==> config.mk <==
export PLATFORM = sky130hd
export DESIGN_NAME = down_counter
export DESIGN_NICKNAME = d
export VERILOG_FILES = /design/src/rtl/counter_pkg.sv /design/src/rtl/down_counter.sv
export SDC_FILE = /design/constraint.sdc
export NUM_CORES = 1
export LEC_CHECK = 0
export CAP_MARGIN = 40
export CORE_AREA = 2 2 39 41
export CTS_CLUSTER_SIZE = 20
export DETAILED_ROUTE_END_ITERATION = 16
export DIE_AREA = 0 0 41 43
export DONT_BUFFER_PORTS = 1
export GPL_TIMING_DRIVEN = 0
export MAX_ROUTING_LAYER = met4
export PLACE_DENSITY = 0.55
export SLEW_MARGIN = 20
export SYNTH_ARGS = -nofsm -noshare
export SYNTH_HDL_FRONTEND = slang
export SYNTH_SLANG_ARGS = --single-unit
==> constraint.sdc <==
create_clock -name clk -period 1.43 [get_ports clk]
set_input_delay 0.0715 -clock clk [delete_from_list [all_inputs] [get_ports clk]]
set_output_delay 0.0715 -clock clk [all_outputs]
set_load 0.005 [all_outputs]
==> src/rtl/counter_pkg.sv <==
// Shared definitions for the up/down counter family: FSM state type and
// default sizing constants.
package counter_pkg;

  typedef enum logic [1:0] {
    IDLE = 2'd0,
    RUN  = 2'd1,
    DONE = 2'd2
  } state_t;

  localparam int DEFAULT_WIDTH     = 4;
  localparam int DEFAULT_MAX_VALUE = 8;

endpackage : counter_pkg

==> src/rtl/down_counter.sv <==
// Loadable down-counting timer. A start in IDLE captures a saturated load
// value, RUN decrements under enable, DONE emits a one-cycle expiry pulse
// and either returns to IDLE or reloads for periodic operation.
module down_counter
  import counter_pkg::*;
#(
  parameter int WIDTH       = DEFAULT_WIDTH,
  parameter int MAX_VALUE   = DEFAULT_MAX_VALUE,
  parameter bit AUTO_RELOAD = 1'b0
) (
  input  logic             clk,
  input  logic             reset_n,
  input  logic             start,
  input  logic [WIDTH-1:0] load_value,
  input  logic             enable,
  input  logic             abort,
  output logic [WIDTH-1:0] count,
  output logic             busy,
  output logic             done
);

  localparam logic [WIDTH-1:0] MAX_L = WIDTH'(MAX_VALUE);
  localparam logic [WIDTH-1:0] ONE   = WIDTH'(1);

  state_t           state_q;
  logic [WIDTH-1:0] count_q;
  logic [WIDTH-1:0] reload_q;
  logic             busy_q;
  logic             done_q;
  logic [WIDTH-1:0] load_sat_d;

  // Clamp the requested load to the largest accepted terminal value.
  always_comb begin
    load_sat_d = load_value;
    if (load_value > MAX_L) begin
      load_sat_d = MAX_L;
    end
  end

  // Single FSM with registered outputs; abort takes priority over any
  // decrement or expiry in RUN and over reload in DONE.
  always_ff @(posedge clk) begin
    if (!reset_n) begin
      state_q  <= IDLE;
      count_q  <= '0;
      reload_q <= '0;
      busy_q   <= 1'b0;
      done_q   <= 1'b0;
    end else begin
      case (state_q)
        IDLE: begin
          if (start) begin
            count_q  <= load_sat_d;
            reload_q <= load_sat_d;
            if (load_sat_d != '0) begin
              state_q <= RUN;
              busy_q  <= 1'b1;
            end else begin
              state_q <= DONE;
              done_q  <= 1'b1;
            end
          end
        end

        RUN: begin
          if (abort) begin
            state_q <= IDLE;
            count_q <= '0;
            busy_q  <= 1'b0;
          end else if (enable) begin
            if (count_q == ONE) begin
              state_q <= DONE;
              count_q <= '0;
              busy_q  <= 1'b0;
              done_q  <= 1'b1;
            end else begin
              count_q <= count_q - ONE;
            end
          end
        end

        DONE: begin
          if (abort || !AUTO_RELOAD) begin
            state_q <= IDLE;
            count_q <= '0;
            done_q  <= 1'b0;
          end else begin
            count_q <= reload_q;
            if (reload_q != '0) begin
              state_q <= RUN;
              busy_q  <= 1'b1;
              done_q  <= 1'b0;
            end else begin
              // Zero reload value: stay in DONE with done held high.
              state_q <= DONE;
              done_q  <= 1'b1;
            end
          end
        end

        default: begin
          state_q <= IDLE;
          count_q <= '0;
          busy_q  <= 1'b0;
          done_q  <= 1'b0;
        end
      endcase
    end
  end

  assign count = count_q;
  assign busy  = busy_q;
  assign done  = done_q;

endmodule : down_counter
; Word-level counts from Yosys, hierarchy flattened
; Index checks and enable logic that the tools add are counted.
[totals]
in_bits = 9
wordCells = 48
register_bits = 8
output_inout_bits = 6
[op_classes]
magnitude_cmp = 1
n_reduce_logical = 6
mux = 24
n_eq_ne = 11
n_addsub = 1
n_bitwise = 1
[ops]
columns = cell, n
row1 = $mux 4, 5
row2 = $ne 2x2->1 const B, 6
row3 = $mux 1, 10
row4 = $mux 2, 5
row5 = $reduce_and 5->1, 2
row6 = $pmux 4 s2, 1
row7 = $ne 3x3->1 const B, 2
row8 = $eq 4x1->1 const B, 1
row9 = $gt 4x4->1 const B, 1
row10 = $pmux 2 s2, 1
row11 = $reduce_bool 4->1, 1
row12 = $sub 4x1->4 const B, 1
row13 = $pmux 1 s3, 1
row14 = $reduce_and 3->1, 1
row15 = $eq 2x1->1 const B, 1
row16 = $eq 2x2->1 const B, 1
row17 = $logic_not 2->1, 1
row18 = $pmux 1 s2, 1
row19 = $reduce_and 2->1, 1
row20 = $not 1->1, 1

; Depth between registers and ports, before layout
[depth]
ltp_word = 6
ltp_mapped = 6
mapped_depth_nobuf = 6

; Least setup slack after synthesis
; Ideal clock, no wire load.
[synth_timing]
path_kind = reg-to-reg
startpoint = register count_q[1] (netlist: count[1])
endpoint = register count_q[2] (netlist: count[2])
setup_ps = 88
path_buffers = 0
arrival_ps = 1431
synth_period_minus_slack_ps = 1519
path_stages_with_launch = 7
slack_ps = -89
cell_sequence = dfxtp_1 -> inv_1 -> ha_1 -> nor3b_2 -> or3_4 -> o21a_1 -> o32ai_2
[synth_via]
elab_chain_cells = 5
elab_cells_between_ends = 6
[synth_rtl]
columns = element, line
row1 = "start, declared", down_counter.sv:26  ; logic [WIDTH-1:0] count_q;
row2 = "start signal, assigned", down_counter.sv:53  ; count_q <= load_sat_d;
row3 = "start signal, assigned", down_counter.sv:77  ; count_q <= count_q - ONE;
row4 = "start signal, assigned", down_counter.sv:88  ; count_q <= reload_q;
row5 = $sub 4x1->4 or $eq 4x1->1 (tied branches), "down_counter.sv:77, down_counter.sv:71"
row6 = $mux 4 *, down_counter.sv:71  ; if (count_q == ONE) begin
row7 = $mux 4 *, down_counter.sv:70  ; end else if (enable) begin
row8 = $mux 4 *, down_counter.sv:66  ; if (abort) begin
row9 = $pmux 4 s2 *, down_counter.sv:50  ; case (state_q)
; Mark *: on every way between the ends. The rest lies on a longest branch, timed or not. The select of a mux whose other input is x is not followed.
; A chain may end at the register's enable or synchronous reset.

; Worst setup path in the final report
; Ends and elaborated chain as after synthesis.

==> impl_metrics.json <==
{
  "clk_latency_ns": 0.26,
  "synth_top_family_by_area": "compound AO/OA/AOI/OAI gates",
  "die_x_um": 41,
  "ant_nets": 0,
  "reg2reg_depth": 6,
  "period_share": 1.07,
  "dpl-instance-area_um2": 557,
  "syn_nets": 70,
  "cts_root_buf": "clkbuf_4",
  "p_int_mw": 0.511,
  "path_cells": "inv_2 -> ha_4 -> nor3b_4 -> or3_4 -> o21a_1 -> o32ai_2",
  "ys_types": 33,
  "grt_max_degree": 11,
  "violations": "setup timing",
  "drive_above_1_share": 0.303,
  "first_pass_iters": 2,
  "p_clk_frac": 0.221,
  "worstHoldEndpoint": "done",
  "synth_xor_area_frac": 0,
  "core_area_um2": 1380,
  "critPathMaxFanout": 3,
  "setup_viol": 2,
  "drv_cap": 0,
  "die_h_um": 43,
  "power_leakage_nw": 0.233,
  "yosys_warnings": 0,
  "fin_area_um2": 653,
  "max_slew.worst_pin.slew_ns": 0.734,
  "regArea_um2": 163,
  "final_max_slew_viol_count": 0,
  "vias_per_cell": 5.88,
  "pre_cts_ws_ns": -0.252,
  "fillers": 143,
  "synth_compound_area_frac": 0.320,
  "clock_path_buffers": 2,
  "crit_required_ns": 1.60,
  "dr.first_iter.drc_count": 3,
  "start_kind": "flop",
  "die_area_um2": 1760,
  "grt_pass1_vias": 456,
  "gp_congestion": 0.730,
  "switchingPower_mw": 0.293,
  "wirelength_um": 1280,
  "crit_arrival_ns": 1.70,
  "grt_first_pass_wirelength_um": 1990,
  "endpoint_kind": "flop",
  "timing.rr.end": "count[2]",
  "place_inst": 75,
  "layout_setup_ws_ns": -0.101,
  "whs_ns": 0.00753,
  "fin_util": 0.472,
  "synthSimpleGateAreaFrac": 0.243,
  "synth.avg_cell_area_um2": 9.08,
  "rsz0062_at_grt": "true",
  "peakVddDrop_v": 0.000464,
  "path_class": "reg -> reg",
  "async_flop_share": 0,
  "synth_fa_ha_area_frac": 0.0467,
  "fmax_mhz": 653,
  "min_period_ns": 1.53,
  "syn-instance-count": 59,
  "status": "finished, violations left",
  "io_pins": 15,
  "cts_tree": "yes",
  "start_util": 0.387,
  "synth_edf_count": 0,
  "numCtsBuffers": 3,
  "pwr-share-comb": 0.402,
  "r2r-start": "count[1]",
  "max_stage_delay_ns": 0.37,
  "switching_share": 0.365,
  "synth_area_leaders": "dfxtp_1 (30%), inv_1 (4.9%), ha_1 (4.7%)",
  "synthesis.area_um2": 536,
  "power_density_nw_per_um2": 1230,
  "num_vias": 482,
  "total_power_mw": 0.804,
  "antenna-diode-count": 0,
  "cts_sinks": 8,
  "skew_ns": 0.000316,
  "r2r_slack_ns": -0.10,
  "post_drt_wl_per_cell_um": 15.5,
  "muxShareOfSynthArea": 0,
  "clk_pin_slew_worst_paths_ns": 0.06,
  "slowest_stage": "or3_4",
  "num_rows": 14,
  "netlist.area_leader.share": 0.299,
  "whs_path_depth": 2,
  "drc": 0,
  "min_from": "abort",
  "fin_nets": 79,
  "relSlewSlack": 0.506,
  "place.port_buffers": 0,
  "cts.htree.levels": 1,
  "dpl.hpwl_um": 903,
  "yosys_register_bits": 8,
  "finalHoldViolCount": 0,
  "finalSetupTns_ns": -0.154,
  "antenna_found_initial": 0,
  "pwr-share-seq": 0.377,
  "ys_seq_area_frac": 0.299,
  "syn2layout_area_growth_pct": 22.0,
  "holdCritPathClass": "in -> reg",
  "grt_usage": 0.178,
  "ys.flop_type": "dfxtp_1",
  "grt_overflow": 0,
  "multi_input_area_um2": 364,
  "layout.cells.non_filler": 82,
  "synth_area_leader_cell": "dfxtp_1"
}
[power by group through the flow]
| stage | registers [mW] | logic, mW | clock network (mW) |
|---|---|---|---|
| global route | 0.309 | 0.350 | 0.204 |
| CTS | 0.304 | 0.310 | 0.189 |
| detailed placement | 0.300 | 0.276 | 0 |
| finish | 0.303 | 0.323 | 0.178 |
| global placement | 0.300 | 0.276 | 0 |
| floorplan | 0.294 | 0.232 | 0 |
[cells in the mapped netlist (all sizes together), types with 2 or more instances]
cell	number
dfxtp	8
inv	7
nor2	4
nor3	4
nand2	3
a211oi	2
a21oi	2
buf	2
ha	2
nand2b	2
nor4	2
o22ai	2
o32ai	2
or3	2
[logic make-up (layout without fill, tap and decap cells)]
group	after synthesis	in the layout
compound gates	20	20
fa+ha+maj	2	2
buf+inv	9	16
flops	8	8
simple gates	20	20
[worst max-delay path by stage]
stage	start	endpoint	slack, ns	cells after the start
floorplan	count[1]	count[2]	-0.06	6
global placement	count[1]	count[0]	-0.25	6
detailed placement	count[1]	count[0]	-0.25	6
CTS	count[1]	count[2]	-0.13	6
global route	count[1]	count[2]	-0.17	6
finish	count[1]	count[2]	-0.10	6
[what timing repair did]
action / CTS / global route
pin swaps: 4 / 2
endpoints found under the hold margin: 3 / 0
resized for setup: 7 / 3
endpoints found under the setup margin: 6 / 6
hold buffers: 2 / 0
setup buffers: 1 / 1
[worst max-delay path, delay by kind of cell, from the launching register on]
kind	cells	cell delay, ns
fa+ha+maj	1	0.14
compound gates	2	0.37
simple gates	2	0.53
flops	1	0.35
buf+inv	1	0.06
[layout make-up]
type                       instances  area share
buffer                             2      0.0345
tap                               16      0.0307
clock buffer                       3      0.0345
sequential                         8       0.249
timing repair buffer               4      0.0536
multi-input combinational         42       0.557
inverter                           7      0.0402
[registers in the layout, summed over array words and instances, names as in the netlist]
register  count
done          1
count         4
busy          1
state_q       2
[per-layer routing]
layer / part of all wire / vias up / global-route usage
met4: 0.021 / 0 / 0.120
met5: 0 / - / -
li1: - / 241 / -
met3: 0.050 / 4 / 0.0524
met1: 0.45 / 224 / 0.212
met2: 0.48 / 13 / 0.247
[placed cells by master, fill, tap and decap left out, types with 2 or more instances in the layout]
cell	netlist	final
dfxtp_2	0	2
a21oi_1	2	2
buf_6	2	2
dlygate4sd3_1	0	2
dfxtp_1	8	6
clkbuf_4	0	3
nor2_1	4	4
inv_1	7	6
nand2_1	3	3
buf_4	0	2
nor3_1	3	3
nor4_1	2	2
a211oi_1	2	2
No activity file was read; power rests on OpenSTA's default activity.
